$ cat config.mk
export PLATFORM = sky130hd
export DESIGN_NAME = eqcomp4bit_bist
export DESIGN_NICKNAME = d
export VERILOG_FILES = /design/src/rtl/eqcomp4bit_bist.sv
export SDC_FILE = /design/constraint.sdc
export NUM_CORES = 1
export LEC_CHECK = 0
export CELL_PAD_IN_SITES_DETAIL_PLACEMENT = 2
export CELL_PAD_IN_SITES_GLOBAL_PLACEMENT = 2
export CORE_MARGIN = 2
export CORE_UTILIZATION = 27
export CTS_CLUSTER_SIZE = 10
export DETAILED_ROUTE_END_ITERATION = 8
export PLACE_DENSITY_LB_ADDON = 0.1
export SLEW_MARGIN = 20
export SYNTH_ARGS = -nofsm -noshare
export SYNTH_HDL_FRONTEND = slang
export SYNTH_SLANG_ARGS = --single-unit
$ cat constraint.sdc
create_clock -name clk -period 1.85 [get_ports clk]
set_input_delay 0.185 -clock clk [delete_from_list [all_inputs] [get_ports clk]]
set_output_delay 0.185 -clock clk [all_outputs]
set_load 0.03 [all_outputs]
$ cat src/rtl/eqcomp4bit_bist.sv
// Built-in self test for a 4-bit equality comparator.
// Sweeps all 256 {A,B} operand pairs. Each pair is held for SETTLE cycles and
// the comparator result is then checked against A==B. The run reports a
// mismatch count, the first failing pair and an overall pass flag.
module eqcomp4bit_bist #(
  parameter int unsigned SETTLE = 2
) (
  input  logic       clk,
  input  logic       rst,
  input  logic       start,
  input  logic       dut_c,
  output logic [3:0] a_out,
  output logic [3:0] b_out,
  output logic       busy,
  output logic       done,
  output logic       pass,
  output logic [8:0] err_count,
  output logic [7:0] first_fail,
  output logic       fail_seen
);

  typedef enum logic [1:0] {
    IDLE   = 2'd0,
    APPLY  = 2'd1,
    SAMPLE = 2'd2,
    DONE   = 2'd3
  } state_t;

  // Value of the settle counter during the last APPLY cycle of a vector.
  localparam logic [3:0] SETTLE_LAST = 4'(SETTLE - 1);

  state_t     state_q;
  logic [7:0] vec_q;
  logic [3:0] cnt_q;
  logic       busy_q;
  logic       done_q;
  logic       pass_q;
  logic [8:0] err_q;
  logic [7:0] ff_q;
  logic       fs_q;

  logic       expected;
  logic       mismatch;

  // Reference result for the operand pair currently applied.
  always_comb begin
    expected = (vec_q[7:4] == vec_q[3:0]);
    mismatch = (dut_c != expected);
  end

  // Test sequencer: run control, vector stepping and result capture.
  // Entering DONE leaves busy high for one cycle; the following cycle
  // publishes done/pass. start is honoured only once busy has dropped.
  always_ff @(posedge clk) begin
    if (rst) begin
      state_q <= IDLE;
      vec_q   <= 8'h00;
      cnt_q   <= 4'd0;
      busy_q  <= 1'b0;
      done_q  <= 1'b0;
      pass_q  <= 1'b0;
      err_q   <= 9'd0;
      ff_q    <= 8'h00;
      fs_q    <= 1'b0;
    end else begin
      case (state_q)
        IDLE, DONE: begin
          if (busy_q) begin
            busy_q <= 1'b0;
            done_q <= 1'b1;
            pass_q <= (err_q == 9'd0);
          end else if (start) begin
            state_q <= APPLY;
            vec_q   <= 8'h00;
            cnt_q   <= 4'd0;
            busy_q  <= 1'b1;
            done_q  <= 1'b0;
            pass_q  <= 1'b0;
            err_q   <= 9'd0;
            ff_q    <= 8'h00;
            fs_q    <= 1'b0;
          end
        end
        APPLY: begin
          if (cnt_q == SETTLE_LAST) begin
            cnt_q   <= 4'd0;
            state_q <= SAMPLE;
          end else begin
            cnt_q <= cnt_q + 4'd1;
          end
        end
        SAMPLE: begin
          if (mismatch) begin
            err_q <= err_q + 9'd1;
            if (!fs_q) begin
              ff_q <= vec_q;
              fs_q <= 1'b1;
            end
          end
          if (vec_q == 8'hFF) begin
            state_q <= DONE;
          end else begin
            vec_q   <= vec_q + 8'd1;
            state_q <= APPLY;
          end
        end
        default: state_q <= IDLE;
      endcase
    end
  end

  assign a_out      = vec_q[7:4];
  assign b_out      = vec_q[3:0];
  assign busy       = busy_q;
  assign done       = done_q;
  assign pass       = pass_q;
  assign err_count  = err_q;
  assign first_fail = ff_q;
  assign fail_seen  = fs_q;

endmodule

## After elaboration in Yosys (flattened, before gate mapping)

Cells that the tools add are included.

- $add $sub $neg: 3
- Equal/unequal tests: 13
- Multiplexer cells: 28
- Reductions and logical operators: 12

Operators by type and width:

| cell | number |
|---|---|
| $mux 8 | 5 |
| $pmux 8 s2 | 2 |
| $mux 9 | 3 |
| $pmux 9 s2 | 1 |
| $mux 4 | 3 |
| $ne 2x2->1 const B | 6 |
| $add 9x1->9 const B | 1 |
| $logic_not 9->1 | 1 |
| $add 8x1->8 const B | 1 |
| $eq 8x8->1 const B | 1 |
| $mux 2 | 4 |
| $pmux 4 s2 | 1 |
| $reduce_and 4->1 | 2 |
| $mux 1 | 7 |
| $pmux 2 s3 | 1 |
| $reduce_and 3->1 | 2 |
| $reduce_bool 2->1 | 3 |
| $reduce_and 5->1 | 1 |
| $add 4x1->4 const B | 1 |
| $eq 2x2->1 const B | 2 |
| $eq 4x1->1 const B | 1 |
| $eq 4x4->1 | 1 |
| $eq 2x1->1 const B | 1 |
| $logic_not 2->1 | 1 |
| 4 further kinds | 4 |

- Register bits: 35
- Input port bits: 4

## Logic depth before layout (Yosys ltp)

Gate-level depths: netlist (run 1).

- Word-level depth: 4
- Gate-level depth with buffers: 9
- Gate-level depth less buffers: 7

## Worst setup path before layout (run 1)

OpenSTA, ideal clock, no wires.

- Kind: register to register
- Start: register vec_q[3]
- End: register err_q[6] (netlist: err_count[6])
- Setup time: 88 ps
- Arrival time: 1928 ps
- Required time: 1762 ps
- Path slack: -165 ps
- Stages on the path, launching flop included: 7
- Path buffers: 1
- Clock period less this slack: 2015 ps
- Path through: dfxtp_1 buf_6 xor2_1 nor4_4 xnor2_1 nand3_1 o31ai_1

- Cells in the longest elaborated chain, start to end: 4

RTL lines:

| item | line | text |
|---|---|---|
| from (decl) | 33 | `logic [7:0] vec_q;` |
| from (signal assigned) | 103 | `vec_q <= vec_q + 8'd1;` |
| $eq 4x4->1 | 47 | `expected = (vec_q[7:4] == vec_q[3:0]);` |
| $ne 1x1->1 | 48 | `mismatch = (dut_c != expected);` |
| $ne 2x2->1 (no source line) | - |  |
| $reduce_and 4->1 (no source line) | - |  |
| to (signal assigned) | 94 | `err_q <= err_q + 9'd1;` |
| to (decl) | 38 | `logic [8:0] err_q;` |

No other way between the ends.
A chain may end at the register's enable or synchronous reset.

## Worst setup path after layout (run 1)

- Start: register vec_q[0]
- End: output port b_out[0]

RTL lines:

| item | line | text |
|---|---|---|
| to (decl) | 13 | `output logic [3:0] b_out,` |

No word-level cell between the ends.

==> results.py, run 1 <==
metrics = {
    "outcome": {
        "outcome": "complete, no violations",
    },
    "synthesis": {
        "synth-edff-count": 0,
        "syn_area_per_cell_sq_um": 8.19,
        "syn_area_sq_um": 1840,
        "ys_seq_elements": 35,
        "ys_async_sr_fraction_pct": 0,
        "syn-num-nets": 236,
        "synth_cells": 225,
        "synth_cell_types": 39,
        "ys.flop_type": "dfxtp_1",
        "yosys_warnings": 0,
        "ys_seq_area_share_pct": 38.0,
    },
    "global_route": {
        "grt_pass1_wl_um": 9130,
        "antenna_found_initial": 0,
        "grt_max_degree": 16,
        "first_global_vias": 1863,
        "grt-ovfl-total": 0,
        "grt.total_usage_pct": 15.7,
    },
    "placed_design": {
        "pre_cts_slack_ns": 0.0599,
        "dpl.hpwl_um": 4080,
        "place_congestion": 0.773,
        "placed_area_sq_um": 2420,
        "portBuffers": 32,
    },
    "sta": {
        "max_freq_ghz": 0.576,
        "setup_viol": 0,
        "rsz0062_at_grt": "yes",
        "worst_hold_slack_ns": 0.463,
        "max_slew_margin_pct": 72.8,
        "final_hold_viol_count": 0,
        "period_share_pct": 93.9,
        "drv_slew": 0,
        "setup_slack_ns": 0.113,
        "setup_tns_ns": 0,
        "period_needed_ns": 1.74,
        "tightest_slew_ns": 0.404,
        "finClkSkew_ns": 0.00670,
    },
    "die": {
        "die_h_um": 86.6,
        "die-area_sq_um": 7500,
        "die_w_um": 86.6,
        "fp-row-count": 30,
        "initial_core_util_pct": 27.6,
        "ios": 33,
        "coreArea_sq_um": 6680,
    },
    "detailed_routing": {
        "avgRoutedWirePerCell_um": 15.3,
        "viasPerCell": 4.83,
        "drtIter0Drc": 39,
        "drc": 0,
        "first_pass_iters": 4,
        "ant_nets": 0,
        "routed_wl_um": 5490,
        "num_vias": 1735,
    },
    "cts": {
        "clock-root-buffer": "clkbuf_8",
        "cts_tree": "built",
        "worstSkewPairLatency_ns": 0.29,
        "postCtsHoldBufs": 0,
        "cts_made_buffers": 5,
        "clk_pin_slew_ns": 0.07,
        "htree_levels": 2,
        "clock_sinks": 35,
        "clockBufferDepth": 2,
    },
    "setup_path": {
        "start_kind": "flop",
        "r2r_slack_ns": 0.13,
        "rr_endpoint": "first_fail[0]",
        "endpoint_kind": "primary output",
        "crit_chain": "buf_4 -> clkdlybuf4s50_1",
        "path_max_fanout": 4,
        "timing.rr.start": "state_q[0]",
        "crit_required_ns": 1.66,
        "timing_worst_setup_path_type": "reg2out",
        "cpPeakStageDelay_ns": 0.66,
        "slowest_stage": "clkdlybuf4s50_1",
        "worstPathArrival_ns": 1.55,
        "reg2regPathDepth": 7,
    },
    "power_and_ir_drop": {
        "p_leak_nw": 0.999,
        "ir_drop_mv": 0.323,
        "power_density_nw_per_um2": 862,
        "power.total_mw": 2.20,
    },
    "min_path": {
        "min_path_type": "reg2reg",
        "hold_start": "first_fail[1]",
        "worstHoldEndpoint": "first_fail[1]",
        "hold_depth": 2,
    },
    "layout": {
        "diodes": 0,
        "syn2layout_area_growth_pct": 38.5,
        "drive_gt1_share_pct": 19.0,
        "nets": 289,
        "final_area_sq_um": 2550,
    },
    "job": {
        "drv_cap": 0,
    },
}
kinds of logic (layout without fill, tap and decap cells):
group / Yosys count / after routing / share of synthesized area [%]
adder cells (fa/ha/maj): 7 / 7 / 4.76
AO/OA/AOI/OAI: 39 / 39 / 13.0
flip-flops: 35 / 35 / 38.0
AND/OR/NAND/NOR: 94 / 94 / 24.5
multiplexers: 11 / 11 / 5.98
XOR/XNOR: 15 / 15 / 7.54
buffers and inverters: 24 / 78 / 6.18
layer usage:
| metal | GRT usage, % | vias up | wire (um) |
|---|---|---|---|
| met4 | 5.11 | 0 | 74 |
| met1 | 20.7 | 840 | 2600 |
| met2 | 25.4 | 17 | 2670 |
| li1 | - | 871 | - |
| met5 | 0 | - | 0 |
| met3 | 3.43 | 7 | 136 |
critical path, delay by kind of cell (launching register included):
kind | cells | cell delay [ns]
flops | 1 | 0.43
buf+inv | 2 | 0.83
worst max-delay path by stage:
stage | slack [ns] | to | cells after the start | startpoint
floorplan | -0.06 | first_fail[0] | 7 | vec_q[3]
global placement | 0.08 | first_fail[7] | 6 | start
detailed placement | 0.06 | first_fail[6] | 6 | start
CTS | 0.06 | first_fail[3] | 7 | state_q[0]
global route | -0.008 | first_fail[1] | 7 | state_q[0]
finish | 0.11 | b_out[0] | 2 | vec_q[0]
flip-flops by register name, indices dropped and copies added (netlist names):
name	count
err_count	9
first_fail	8
vec_q	8
cnt_q	4
state_q	2
busy	1
done	1
fail_seen	1
pass	1
through the flow:
stage / utilization, % / cells
global route: 38.2 / 359
finish: 38.2 / 359
detailed placement: 36.3 / 350
CTS: 37.8 / 358
global placement: 36.3 / 350
floorplan: - / 225
cells in the mapped netlist, types with 3 or more instances:
master	n	share of area (%)
dfxtp_1	35	38
nand2_1	34	6.9
nor2_1	22	4.5
a21oi_1	13	3.5
inv_1	13	2.6
mux2i_1	11	6.0
xnor2_1	10	4.8
nand3_1	9	2.4
o21ai_0	9	2.4
ha_1	7	4.8
nand4_1	6	2.0
clkbuf_1	5	1.0
nor3_1	5	1.4
nor2b_1	4	1.4
o31ai_1	4	1.6
xor2_1	4	1.9
buf_6	3	1.8
or3_1	3	1.0
repair_timing:
item,CTS,global route
setup endpoints to repair,0,17
buffers inserted,0,1
gates resized for setup,0,6
area by class of cell:
type / instances / area [sq um]
fillers: 763 / 4130
multi-input cells: 166 / 1080
flip-flops and latches: 35 / 714
repair buffers: 57 / 512
clock buffers: 8 / 100
well taps: 80 / 100
inverters: 13 / 48.8
report_power, final:
group | internal [mW] | total [mW] | switching (mW) | leakage, nW
registers | 0.793 | 0.833 | 0.0403 | 0.288
logic | 0.314 | 0.732 | 0.418 | 0.660
clock network | 0.340 | 0.635 | 0.294 | 0.0515
cell usage in the layout (no fill, tap or decap), types with 2 or more instances in the layout:
master / synthesis / final
nand2_1: 34 / 34
clkdlybuf4s50_1: 0 / 32
dfxtp_1: 35 / 26
buf_4: 0 / 24
nor2_1: 22 / 21
inv_1: 13 / 13
a21oi_1: 13 / 13
mux2i_1: 11 / 10
xnor2_1: 10 / 9
o21ai_0: 9 / 9
nand3_1: 9 / 8
dfxtp_2: 0 / 8
clkbuf_8: 0 / 7
nand4_1: 6 / 6
ha_1: 7 / 6
nor3_1: 5 / 5
xor2_1: 4 / 4
o31ai_1: 4 / 4
nor2b_1: 4 / 3
or3_1: 3 / 3
or2_2: 2 / 2
o32ai_1: 2 / 2
a21o_1: 2 / 2
a31oi_1: 2 / 2
o211ai_1: 2 / 2
and3_1: 2 / 2
Note: power is estimated with default switching activity, not from simulation.
==> run 2: changes to the inputs <==
--- a/config.mk
+++ b/config.mk
@@ -9,7 +9,7 @@
 export CELL_PAD_IN_SITES_GLOBAL_PLACEMENT = 2
 export CORE_MARGIN = 2
 export CORE_UTILIZATION = 27
-export CTS_CLUSTER_SIZE = 10
+export CTS_CLUSTER_SIZE = 16
 export DETAILED_ROUTE_END_ITERATION = 8
 export PLACE_DENSITY_LB_ADDON = 0.1
 export SLEW_MARGIN = 20
==> results of run 2 <==
Final layout, timing and power as in run 1 (identical DEF).
==> run 3: changes to the inputs <==
--- a/config.mk
+++ b/config.mk
@@ -5,6 +5,7 @@
 export SDC_FILE = /design/constraint.sdc
 export NUM_CORES = 1
 export LEC_CHECK = 0
+export CAP_MARGIN = 25
 export CELL_PAD_IN_SITES_DETAIL_PLACEMENT = 2
 export CELL_PAD_IN_SITES_GLOBAL_PLACEMENT = 2
 export CORE_MARGIN = 2
==> results of run 3 <==
Final layout, timing and power as in run 1 (identical DEF).
